`config.mk`:
```
export PLATFORM = sky130hd
export DESIGN_NAME = toggle_pulse_gen
export DESIGN_NICKNAME = d
export VERILOG_FILES = /design/src/rtl/toggle_pulse_gen_pkg.sv /design/src/rtl/toggle_pulse_gen_sync_2ff.sv /design/src/rtl/toggle_pulse_gen.sv
export SDC_FILE = /design/constraint.sdc
export NUM_CORES = 1
export LEC_CHECK = 0
export CORE_AREA = 2 2 47 49
export DETAILED_ROUTE_END_ITERATION = 7
export DIE_AREA = 0 0 49 51
export SYNTH_ARGS = -nofsm -noshare
export SYNTH_HDL_FRONTEND = slang
export SYNTH_SLANG_ARGS = --single-unit
export TNS_END_PERCENT = 30
```
`constraint.sdc`:
```
create_clock -name clk -period 1.5 [get_ports clk]
set_input_delay 0.3 -clock clk [delete_from_list [all_inputs] [get_ports clk]]
set_output_delay 0.3 -clock clk [all_outputs]
set_load 0.01 [all_outputs]
```
`src/rtl/toggle_pulse_gen_pkg.sv`:
```
// Shared definitions for the button-to-toggle front end: FSM state encodings
// and default parameter values.
package toggle_pulse_gen_pkg;

  typedef enum logic [1:0] {
    IDLE   = 2'd0,
    ARM_HI = 2'd1,
    HELD   = 2'd2,
    ARM_LO = 2'd3
  } state_e;

  localparam int DEB_CYCLES_DEF    = 4;
  localparam int REPEAT_CYCLES_DEF = 8;
  localparam int CNT_W_DEF         = 8;

  // True when a value does not fit in an unsigned counter of the given width.
  function automatic bit exceeds_width(input int value, input int width);
    return (64'(value) >= (64'd1 << width));
  endfunction

endpackage

```
`src/rtl/toggle_pulse_gen_sync_2ff.sv`:
```
// Generic two-flop synchroniser for one asynchronous bit; q lags d by two edges.
module sync_2ff (
  input  logic clk,
  input  logic rst,
  input  logic d,
  output logic q
);

  logic s1_q, s1_d;
  logic s2_q, s2_d;

  always_comb begin
    s1_d = d;
    s2_d = s1_q;
  end

  always_ff @(posedge clk) begin
    if (rst) begin
      s1_q <= 1'b0;
      s2_q <= 1'b0;
    end else begin
      s1_q <= s1_d;
      s2_q <= s2_d;
    end
  end

  assign q = s2_q;

endmodule

```
`src/rtl/toggle_pulse_gen.sv`:
```
// Debounced button to single-cycle toggle pulse; pulse and level change DEB_CYCLES+2 edges after first high sample.
// Optional auto-repeat while held is enabled by defining TOGGLE_AUTO_REPEAT_EN.
module toggle_pulse_gen
  import toggle_pulse_gen_pkg::*;
#(
  parameter int DEB_CYCLES    = DEB_CYCLES_DEF,
  parameter int REPEAT_CYCLES = REPEAT_CYCLES_DEF,
  parameter int CNT_W         = CNT_W_DEF
) (
  input  logic clk,
  input  logic rst,
  input  logic btn_in,
  output logic pulse_out,
  output logic btn_level
);

  if (DEB_CYCLES < 1) begin : g_bad_deb
    $error("toggle_pulse_gen: DEB_CYCLES must be at least 1");
  end
  if (exceeds_width(DEB_CYCLES - 1, CNT_W)) begin : g_bad_cnt_deb
    $error("toggle_pulse_gen: CNT_W too narrow for DEB_CYCLES");
  end
  if (REPEAT_CYCLES < 1 || exceeds_width(REPEAT_CYCLES - 1, CNT_W)) begin : g_bad_cnt_rep
    $error("toggle_pulse_gen: REPEAT_CYCLES must be >= 1 and fit in CNT_W");
  end

  localparam logic [CNT_W-1:0] DEB_LAST = CNT_W'(DEB_CYCLES - 1);

  logic btn_sync;

  state_e           state_q, state_d;
  logic [CNT_W-1:0] cnt_q, cnt_d;
  logic             pulse_q, pulse_d;
  logic             level_q, level_d;

`ifdef TOGGLE_AUTO_REPEAT_EN
  localparam logic [CNT_W-1:0] REP_LAST = CNT_W'(REPEAT_CYCLES - 1);
  logic [CNT_W-1:0] rep_q, rep_d;
`endif

  sync_2ff u_sync (
    .clk (clk),
    .rst (rst),
    .d   (btn_in),
    .q   (btn_sync)
  );

  // State register: reset overrides any transition or pulse in the same cycle.
  always_ff @(posedge clk) begin
    if (rst) begin
      state_q <= IDLE;
      cnt_q   <= '0;
      pulse_q <= 1'b0;
      level_q <= 1'b0;
`ifdef TOGGLE_AUTO_REPEAT_EN
      rep_q   <= '0;
`endif
    end else begin
      state_q <= state_d;
      cnt_q   <= cnt_d;
      pulse_q <= pulse_d;
      level_q <= level_d;
`ifdef TOGGLE_AUTO_REPEAT_EN
      rep_q   <= rep_d;
`endif
    end
  end

  always_comb begin
    state_d = state_q;
    cnt_d   = cnt_q;
`ifdef TOGGLE_AUTO_REPEAT_EN
    rep_d   = rep_q;
`endif
    case (state_q)
      IDLE: begin
        if (btn_sync) begin
          state_d = ARM_HI;
          cnt_d   = '0;
        end
      end
      ARM_HI: begin
        if (!btn_sync) begin
          state_d = IDLE;
        end else if (cnt_q == DEB_LAST) begin
          state_d = HELD;
`ifdef TOGGLE_AUTO_REPEAT_EN
          rep_d   = '0;
`endif
        end else begin
          cnt_d = cnt_q + CNT_W'(1);
        end
      end
      HELD: begin
        if (!btn_sync) begin
          state_d = ARM_LO;
          cnt_d   = '0;
`ifdef TOGGLE_AUTO_REPEAT_EN
          rep_d   = '0;
        end else if (rep_q == REP_LAST) begin
          rep_d = '0;
        end else begin
          rep_d = rep_q + CNT_W'(1);
`endif
        end
      end
      ARM_LO: begin
        // A bounce back high resumes HELD quietly; the repeat period restarts.
        if (btn_sync) begin
          state_d = HELD;
`ifdef TOGGLE_AUTO_REPEAT_EN
          rep_d   = '0;
`endif
        end else if (cnt_q == DEB_LAST) begin
          state_d = IDLE;
        end else begin
          cnt_d = cnt_q + CNT_W'(1);
        end
      end
      default: begin
        state_d = IDLE;
        cnt_d   = '0;
      end
    endcase
  end

  always_comb begin
    pulse_d = 1'b0;
    level_d = level_q;
    case (state_q)
      ARM_HI: begin
        if (btn_sync && (cnt_q == DEB_LAST)) begin
          pulse_d = 1'b1;
          level_d = 1'b1;
        end
      end
      HELD: begin
`ifdef TOGGLE_AUTO_REPEAT_EN
        if (btn_sync && (rep_q == REP_LAST)) begin
          pulse_d = 1'b1;
        end
`endif
      end
      ARM_LO: begin
        if (!btn_sync && (cnt_q == DEB_LAST)) begin
          level_d = 1'b0;
        end
      end
      default: begin
        pulse_d = 1'b0;
      end
    endcase
  end

  assign pulse_out = pulse_q;
  assign btn_level = level_q;

endmodule

```
---- Word-level counts from Yosys, hierarchy flattened ----
Cells that the tools add are included.
storage, ports and cells
  output and inout bits ................... 2
  input port bits ......................... 3
  word-level logic and storage cells ...... 46
  register bits ........................... 14
cells by class
  eq/ne operators ......................... 12
  reduce and logical (&&, ||, !) cells .... 9
  add/subtract/negate cells ............... 1
  muxes and demuxes ....................... 17
  bitwise gates (word level) .............. 1
operator list
  cell                   count
  $mux W8                5
  $pmux W8 S4            1
  $mux W2                6
  $add A8 B1 Y8 const B  1
  $eq A8 B2 Y1 const B   1
  $ne A2 B2 Y1 const B   4
  $pmux W2 S4            1
  $reduce_and A4 Y1      2
  $eq A2 B2 Y1 const B   2
  $ne A2 B1 Y1 const B   2
  $mux W1                3
  $ne A3 B2 Y1 const B   1
  $ne A3 B3 Y1 const B   1
  $reduce_and A3 Y1      1
  $eq A2 B1 Y1 const B   1
  $logic_and A1 B1 Y1    2
  $logic_not A2 Y1       1
  $pmux W1 S2            1
  $reduce_bool A2 Y1     1
  $reduce_or A2 Y1       1
  $logic_not A1 Y1       1
  $not A1 Y1             1

---- Depth between registers and ports, before layout ----
  depth in word-level cells ............... 4
  gate-level depth with buffers ........... 4
  gate-level depth less buffers ........... 4

---- By module ----
Synthesis repeated with hierarchy kept, for this count alone.
second synthesis, totals
  cell total of the unflattened synthesis .. 76
  area, all modules ....................... 684.4 µm²
modules (own cells, without submodules)
  module            cells each  instances  area each (µm²)
  toggle_pulse_gen  72          1          631.9
  sync_2ff          4           1          52.6

---- Worst setup path after synthesis ----
Ideal clock, no wire load.
  path type ............................... reg2reg
  from .................................... reg cnt_q[2]
  to ...................................... reg cnt_q[0]
  arrival time ............................ 1.247 ns
  required time ........................... 1.428 ns
  cell stages (with the launch flop) ...... 4
  path slack .............................. 0.181 ns
  cell sequence ........................... dfxtp_1 -> or4_4 -> o21bai_4 -> mux2i_1
between the ends
  longest elaborated chain between the ends .. 4
  elaborated cells on any way between the ends .. 5
  classes of those cells .................. 1 x eq/ne; 4 x mux
ends and longest elaborated chain
  what                               RTL line                                         text
  start: declaration                 toggle_pulse_gen.sv:32                           logic [CNT_W-1:0] cnt_q, cnt_d;
  start signal: assignment           toggle_pulse_gen.sv:60                           cnt_q <= cnt_d;
  $eq A8 B2 Y1 *                     toggle_pulse_gen.sv:85, toggle_pulse_gen.sv:114
  $mux W8 *                          -
  $mux W8, on equally long branches  -
  $pmux W8 S4 *                      -
Every way passes the cells marked *; elsewhere a longest branch is shown, timed or not. The select of a mux whose other input is x is not followed.
A chain may end at the register's enable or synchronous reset.

---- Worst setup path in the final report ----
Same ends and word-level chain as after synthesis.

==> impl_results.md <==
- Mapped Cells: 70
- Reg-to-Reg Start: cnt_q[2]
- Synth async-reset ratio: 0
- Design Area, Final: 800 sq um
- Iter 0 DRT Violations: 9
- CTS tree: done
- Max Slew Vio Count: 0
- TritonCTS Sinks: 14
- RSZ-0062 raised after global routing: no
- Routed WL: 1250 microns
- DR vias/cell: 5.24
- Worst Path Arrival: 1.64 ns
- Die area: 2500 sq um
- Pin count of the biggest net entering global routing: 12
- # diodes: 0
- Total track usage: 0.122
- Critical path launch point: cnt_q[2]
- Syn avg cell area: 9.33 sq um
- CP max FO: 7
- DRC: 0
- Most used DFF post-synth: dfxtp_1
- Post-Syn Nets: 74
- DR vias: 571
- Vias in the first global route: 519
- GP Congestion: 0.809
- Count of final setup violators: 0
- Grt ovf: 0
- LEAKAGE: 0.270 nW
- Worst setup path endpoint: cnt_q[0]
- Post-synth top area cell: dfxtp_1
- Count leader, synth: dfxtp_1
- WP data required: 1.71 ns
- Worst vdd ir: 0.531 mV
- Hold_sp: u_sync.s1_q
- Hold Fails Final Rpt: 0
- Post-Layout Cell Count: 109
- PD cells: 865 nW/um^2
- # IOs: 5
- First-pass GRT wire length: 2260 microns
- Slew margin rel.: 0.723
- DP HPWL: 908 microns
- Mapped Area: 653 sq um
- Max-Cap Viols: 0
- Layout cells sized above 1: 0.185
- Worst Clk Skew: 0.00859 ns
- Syn. warnings: 0
- # placed instances: 105
- Reg2reg path depth: 3
- Clock buffer depth: 2
- Clock slew at the register clock pins of the worst setup and hold paths: 0.09 ns
- Port-buffer cells: 4
- CTS Buf Count: 3
- Post-synth top cells: 14 x dfxtp_1, 7 x a21oi_1, 5 x nand3_1
- Period utilization: 0.954
- WL per Instance: 11.5 microns
- Worst reg2reg setup slack: 0.07 ns
- Status: completed
- CP Capture Type: flip-flop
- Seq/Total Area, Yosys: 0.429
- Setup TNS: 0 ns
- Root buffer cell: clkbuf_4
- CP Launch Type: flip-flop
- Max Freq: 699 MHz
- Worst skew pair latency: 0.28 ns
- Post-synthesis cell type count: 30
- Worst setup path class: flip-flop to flip-flop
- R2r endpoint: cnt_q[0]
- Hold Path Class: flip-flop to flip-flop
- Die Y-Extent: 51 microns
- DR pass1 iterations: 4
- Die W: 49 microns
- Flops & latches, synth: 14
- Final Net Count: 86
- Starting Density: 0.317
- Area of the core: 2060 sq um
- Post-synth top area share: 0.429
- Initial antenna violation count: 0
- Hold WS: 0.438 ns
- Synth area leaders: dfxtp_1 43%, a21oi_1 5.4%, nand3_1 3.8%
- Minimum clock period: 1.43 ns
- Area added between synthesis and finish: 22.4%
- Antenna viol nets, final: 0
- EDFF count, synth: 0
- Worst slew pin tran: 0.415 ns
- Placed inst area: 757 sq um
- Num rows: 17
- Htree depth: 1
==> layout make-up <==
cell class	instances	area [sq um]
fill	216	1260
sequential	14	280
clock buffer	4	36.3
tap	28	35.0
multi-input combinational	51	360
inverter	3	11.3
timing repair buffer	9	76.3
==> flip-flops by register name, indices dropped and copies added (netlist names), named ones only <==
register	cells
state_q	1
pulse_out	1
btn_level	1
u_sync.q	1
u_sync.s1_q	1
cnt_q	8
==> worst min path at each step <==
stage,end,slack (ns),cells past startpoint
after floorplan,u_sync.q,0.41,1
after global placement,u_sync.q,0.42,1
after detailed placement,u_sync.q,0.42,1
after CTS,u_sync.q,0.44,1
after global routing,u_sync.q,0.47,1
final,u_sync.q,0.44,1
==> cells in the final DEF (no fill, tap or decap), types with 4 or more instances in the layout <==
cell type,Yosys,layout
o21ai_0,4,4
buf_4,0,5
a21oi_1,7,7
dfxtp_1,14,14
nand3_1,5,5
==> per-layer routing <==
layer,vias up,GRT usage,wire (microns)
li1,288,-,-
met1,266,0.137,557
met2,13,0.189,611
met3,4,0.0497,56
met4,0,0.0810,25
met5,-,0,0
==> critical path, cell delays in order, from the launching register on <==
cell and delay, ns:
dfxtp_1 0.37, or4_4 0.57, o21bai_4 0.21, mux2i_1 0.20
==> what timing repair did <==
action                                  4_1_cts  5_1_grt
endpoints found under the setup margin        1        8
pin swaps                                     0        0
setup buffers                                 0        0
hold buffers                                  0        0
gates resized for setup                       1        1
hold endpoints to repair                      0        0
==> cells by family (layout without fill, tap and decap cells) <==
kind of cell / Yosys count / in the layout / share of synthesized area
buffers and inverters: 5 / 16 / 0.0306
AOI/OAI and AO/OA: 19 / 19 / 0.197
xor gates and xnor gates: 1 / 1 / 0.0134
DFF: 14 / 14 / 0.429
adders and majority gates: 1 / 1 / 0.0192
muxes: 2 / 2 / 0.0307
and+or+nand+nor: 28 / 28 / 0.280
==> power breakdown <==
part,internal (mW),total (mW),switching (mW)
Combinational,0.0236,0.0422,0.0187
Sequential,0.377,0.382,0.00500
Clock,0.148,0.267,0.119
==> stage by stage <==
| stage | total power, mW | setup slack [ns] | utilization |
|---|---|---|---|
| after detailed placement | 0.435 | 0.0676 | 0.367 |
| after CTS | 0.705 | 0.0513 | 0.384 |
| after global placement | 0.433 | 0.0998 | 0.367 |
| after floorplan | 0.414 | 0.181 | - |
| final | 0.692 | 0.0688 | 0.388 |
| after global routing | 0.728 | 0.000232 | 0.388 |
Note: power is estimated with default switching activity, not from simulation.
